File: src/rtl/button_dir_ctrl.sv
// Debounces four synchronized buttons, emits press pulses and turns them into a
// snake direction request that is committed to the game on the tick strobe.
module button_dir_ctrl #(
  parameter int unsigned DEBOUNCE_CYCLES = 1000000,
  parameter bit          ACTIVE_LOW      = 1'b1,
  parameter logic [1:0]  START_DIR       = 2'b11
) (
  input  logic       clk,
  input  logic       rst,
  input  logic [3:0] btn_sync,
  input  logic       step,
  output logic [3:0] btn_level,
  output logic [3:0] btn_press,
  output logic [1:0] dir,
  output logic [1:0] pending_dir,
  output logic       pending_valid
);

  localparam int unsigned   CW      = $clog2(DEBOUNCE_CYCLES);
  localparam logic [CW-1:0] CNT_MAX = CW'(DEBOUNCE_CYCLES - 1);

  logic [3:0]    pressed;
  logic [CW-1:0] cnt      [4];
  logic [CW-1:0] cnt_next [4];
  logic [3:0]    level_next;
  logic [3:0]    press_next;
  logic [1:0]    cand;
  logic          has_cand;
  logic          commit;
  logic [1:0]    dir_next;
  logic          accept;

  // Normalise button polarity so 1 always means pressed
  always_comb begin
    pressed = 4'b0000;
    if (ACTIVE_LOW) begin
      pressed = ~btn_sync;
    end else begin
      pressed = btn_sync;
    end
  end

  // Per-button debounce: a level flips only after a full run of differing samples
  always_comb begin
    level_next = btn_level;
    press_next = 4'b0000;
    for (int i = 0; i < 4; i++) begin
      cnt_next[i] = '0;
      if (pressed[i] == btn_level[i]) begin
        cnt_next[i] = '0;
      end else if (cnt[i] == CNT_MAX) begin
        cnt_next[i]   = '0;
        level_next[i] = ~btn_level[i];
        press_next[i] = ~btn_level[i];
      end else begin
        cnt_next[i] = cnt[i] + CW'(1);
      end
    end
  end

  // Fixed-priority candidate UP > DOWN > LEFT > RIGHT
  always_comb begin
    cand     = 2'b11;
    has_cand = |btn_press;
    if (btn_press[0]) begin
      cand = 2'b00;
    end else if (btn_press[1]) begin
      cand = 2'b01;
    end else if (btn_press[2]) begin
      cand = 2'b10;
    end else begin
      cand = 2'b11;
    end
  end

  // Commit happens first; the candidate is judged against the resulting direction
  always_comb begin
    commit   = step & pending_valid;
    dir_next = dir;
    if (commit) begin
      dir_next = pending_dir;
    end else begin
      dir_next = dir;
    end
    accept = has_cand && (cand != dir_next) && (cand != (dir_next ^ 2'b01));
  end

  // State and output registers
  always_ff @(posedge clk) begin
    if (rst) begin
      btn_level     <= 4'b0000;
      btn_press     <= 4'b0000;
      dir           <= START_DIR;
      pending_dir   <= START_DIR;
      pending_valid <= 1'b0;
      for (int i = 0; i < 4; i++) begin
        cnt[i] <= '0;
      end
    end else begin
      btn_level <= level_next;
      btn_press <= press_next;
      dir       <= dir_next;
      for (int i = 0; i < 4; i++) begin
        cnt[i] <= cnt_next[i];
      end
      if (accept) begin
        pending_dir   <= cand;
        pending_valid <= 1'b1;
      end else if (commit) begin
        pending_dir   <= pending_dir;
        pending_valid <= 1'b0;
      end else begin
        pending_dir   <= pending_dir;
        pending_valid <= pending_valid;
      end
    end
  end

endmodule

File: config.mk
export PLATFORM = sky130hd
export DESIGN_NAME = button_dir_ctrl
export DESIGN_NICKNAME = d
export VERILOG_FILES = /design/src/rtl/button_dir_ctrl.sv
export SDC_FILE = /design/constraint.sdc
export NUM_CORES = 1
export LEC_CHECK = 0
export BUFFER_PORTS_ARGS = -buffer_cell sky130_fd_sc_hd__buf_2
export CELL_PAD_IN_SITES_DETAIL_PLACEMENT = 0
export CELL_PAD_IN_SITES_GLOBAL_PLACEMENT = 2
export CORE_MARGIN = 2
export CORE_UTILIZATION = 34
export CTS_CLUSTER_SIZE = 40
export DETAILED_ROUTE_END_ITERATION = 10
export GPL_ROUTABILITY_DRIVEN = 0
export PLACE_DENSITY = 0.76
export RECOVER_POWER = 100
export SLEW_MARGIN = 0
export SYNTH_ARGS = -nofsm -noshare
export SYNTH_HDL_FRONTEND = slang
export SYNTH_SLANG_ARGS = --single-unit
File: constraint.sdc
create_clock -name clk -period 2.1 [get_ports clk]
set_clock_uncertainty 0.05 [all_clocks]
set_input_delay 0.105 -clock clk [delete_from_list [all_inputs] [get_ports clk]]
set_output_delay 0.105 -clock clk [all_outputs]
set_load 0.02 [all_outputs]
==> metrics.txt <==
Post-Syn Instances=469; outcome=finished, final reports clean; Util after Layout=41.03%; DRC viols=0; Post-synth EDFFs=0; Pwr Density=711.8 nW/um^2; Core Area=11960 sq um; CTS Root Cell=clkbuf_16; R2R cell count=5; Hold WC Path Type=input port to flop; synth warn=0; Setup crit start=cnt[2][13]$_SDFF_PP0_; initial drt markers=136; hold wc startpoint=step; dominant synthesized flop cell=dfxtp_1; sum of negative setup slack=0 ns; Async SR Flop Fraction=0%; max cap viols=0; # setup viols final=0; min setup slack post-route=0.1258 ns; crit path DAT=2.16 ns; Clock Path Buffers=2; crit path to=cnt[2][11]$_SDFF_PP0_; headroom to the max-slew limit=73.28%; vias per inst=5.063; final net count=530; P&R area growth vs syn=18.20%; worst r2r src=cnt[2][13]$_SDFF_PP0_; worst slew pin tran=0.3972 ns; crit path time final=1.974 ns; CP required=2.29 ns; clk_lat worst skew=0.34 ns; Post-Layout Cell Count=670; first-pass GRT wire length=14.97 mm; die area=13110 sq um; flop and latch count out of synthesis=93; crit end category=flop; Distinct cells, synth=50; Avg Cell Area, Syn=8.852 sq um; routed via count=3392; Sink Count=93; Ant. Diodes=0; Initial Utilization=34.71%; achievable frequency=506.5 MHz; drt pass-1 iters=4; leakage=0.001549 uW; number of nets with antenna violations after routing=0; Num CTS Buffers=9; Worst VDD drop=0.5821 mV; CTS tree=built; initial antenna violation count=0; crit path kind=flop to flop; CTS H-tree depth=3; Reg2Reg Setup Slack=0.13 ns; I/O Pins=20; drt wl/cell=12.98 um; GR Overflow Total=0; DP Wirelength=6.244 mm; synthesized area=4151 sq um; Overall Power=3493 uW; Routed Wire Length=8.697 mm; fin crit share=94.01%; I/O Buffers=19; Placed Cells=651; Fill cells=1226; pin count of the biggest net entering global routing=21; vias in the first global route=3206; row count=40; die height=114.5 um; CP Max Fanout=11; layout cells sized above 1=13.38%; GRT Total Usage=14.44%; die width=114.5 um; Hold Fails Final Rpt=0; pre-CTS WS=0.09814 ns; register area share after synthesis=44.85%; CTS clk-pin slew, worst paths=0.06 ns; Max Slew Vio Count=0; reg2reg end=cnt[2][11]$_SDFF_PP0_; unrepaired setup endpoints after global routing=no; synthesized net count=480; CP Launch Type=flop
==> worst max-delay path: stages, from the launching register on <==
cell,delay (ns)
dfxtp_1,0.35
or4_1,0.51
or4_1,0.48
o21ai_1,0.18
clkbuf_4,0.24
nor2_1,0.06
==> metal layers <==
| layer | vias to the layer above | part of all wire, % | GRT usage [%] |
|---|---|---|---|
| met5 | - | 0 | 0 |
| met4 | 0 | 0.93 | 4.146 |
| met3 | 6 | 3.9 | 5.664 |
| met2 | 27 | 47 | 22.64 |
| met1 | 1585 | 49 | 18.40 |
| li1 | 1774 | - | - |
==> logic make-up (layout without fill, tap and decap cells) <==
kind of cell	count (synthesis)	count (layout)	synth area share [%]
muxes	1	1	0.2712
AOI/OAI and AO/OA	65	65	9.705
xor gates and xnor gates	53	53	11.18
and+or+nand+nor	220	220	29.26
buffers and inverters	33	87	3.526
adders and majority gates	4	4	1.206
DFF	93	93	44.85
==> stage by stage <==
stage          hold slack [ns]  area, sq um
2_1_floorplan           0.1312         4151
3_3_place_gp            0.2569         4593
3_5_place_dp            0.2633         4593
4_1_cts               0.004283         4933
5_1_grt                0.01647         4907
6_report               0.02705         4907
==> registers in the layout (all words and copies together), names as in the netlist <==
signal         flops
dir                2
pending_dir        2
btn_press          4
cnt               80
pending_valid      1
btn_level          4
==> worst min-delay path by stage <==
stage                                    endpoint  slack, ns  depth (start not counted)
after floorplan           btn_press[3]$_SDFF_PP0_       0.13                          1
after global placement    btn_press[3]$_SDFF_PP0_       0.26                          2
after detailed placement  btn_press[1]$_SDFF_PP0_       0.26                          2
after CTS                       dir[0]$_SDFF_PP1_      0.004                          2
after global routing            dir[0]$_SDFF_PP1_       0.02                          2
final                           dir[0]$_SDFF_PP1_       0.03                          2
==> cell type report <==
type                    instances  area, sq um  share of cell area (%)
clock buffers                  11        252.7                   5.150
clock inverters                 4        47.55                  0.9689
inverters                      17        63.81                   1.300
multi-input cells             343         2145                   43.70
flip-flops and latches         93         1862                   37.94
well taps                     147        183.9                   3.748
repair buffers                 55        352.8                   7.190
==> cell usage in the layout, fill, tap and decap left out, drive strengths merged, types with 7 or more instances in the layout <==
| master | instances |
|---|---|
| buf | 35 |
| o31ai | 9 |
| nand2 | 24 |
| or4 | 15 |
| nor3 | 13 |
| xnor2 | 35 |
| a21oi | 28 |
| nand3 | 29 |
| nand4 | 13 |
| dfxtp | 93 |
| nor4 | 16 |
| nor2 | 65 |
| xor2 | 18 |
| inv | 17 |
| clkbuf | 27 |
| and3 | 7 |
| o21ai | 16 |
| or3 | 17 |
==> report_power, final <==
group          leakage [uW]  switching, uW  total, uW  internal [uW]
registers          0.000750           6.64       1780           1770
clock network      0.000147            664       1640            976
logic              0.000651           45.6       74.6           29.0
total               0.00155            717       3490           2780
==> cells in the mapped netlist, types with 3 or more instances <==
| cell type | count | area (sq um) |
|---|---|---|
| o21ai_0 | 15 | 75.07 |
| and3_1 | 7 | 43.79 |
| dfxtp_1 | 93 | 1862 |
| ha_1 | 4 | 50.05 |
| o31ai_1 | 9 | 67.56 |
| or4_1 | 13 | 97.59 |
| or4b_1 | 3 | 30.03 |
| and4_1 | 3 | 26.28 |
| clkbuf_1 | 6 | 22.52 |
| xor2_1 | 18 | 157.7 |
| or3_1 | 17 | 106.4 |
| inv_1 | 17 | 63.81 |
| nand2_1 | 24 | 90.09 |
| buf_2 | 6 | 30.03 |
| xnor2_1 | 35 | 306.5 |
| nor2_1 | 65 | 244.0 |
| buf_4 | 4 | 30.03 |
| nor4_1 | 15 | 93.84 |
| nand3_1 | 27 | 135.1 |
| nand4_1 | 11 | 68.82 |
| nor3_1 | 13 | 65.06 |
| a21oi_1 | 26 | 130.1 |
==> timing repair <==
| item | 4_1_cts | 5_1_grt |
|---|---|---|
| setup endpoints to repair | 0 | 3 |
| hold endpoints to repair | 6 | 0 |
| resized for setup | 0 | 2 |
| hold buffers | 4 | 0 |
| setup buffers | 0 | 0 |
Note: power is estimated with default switching activity, not from simulation.
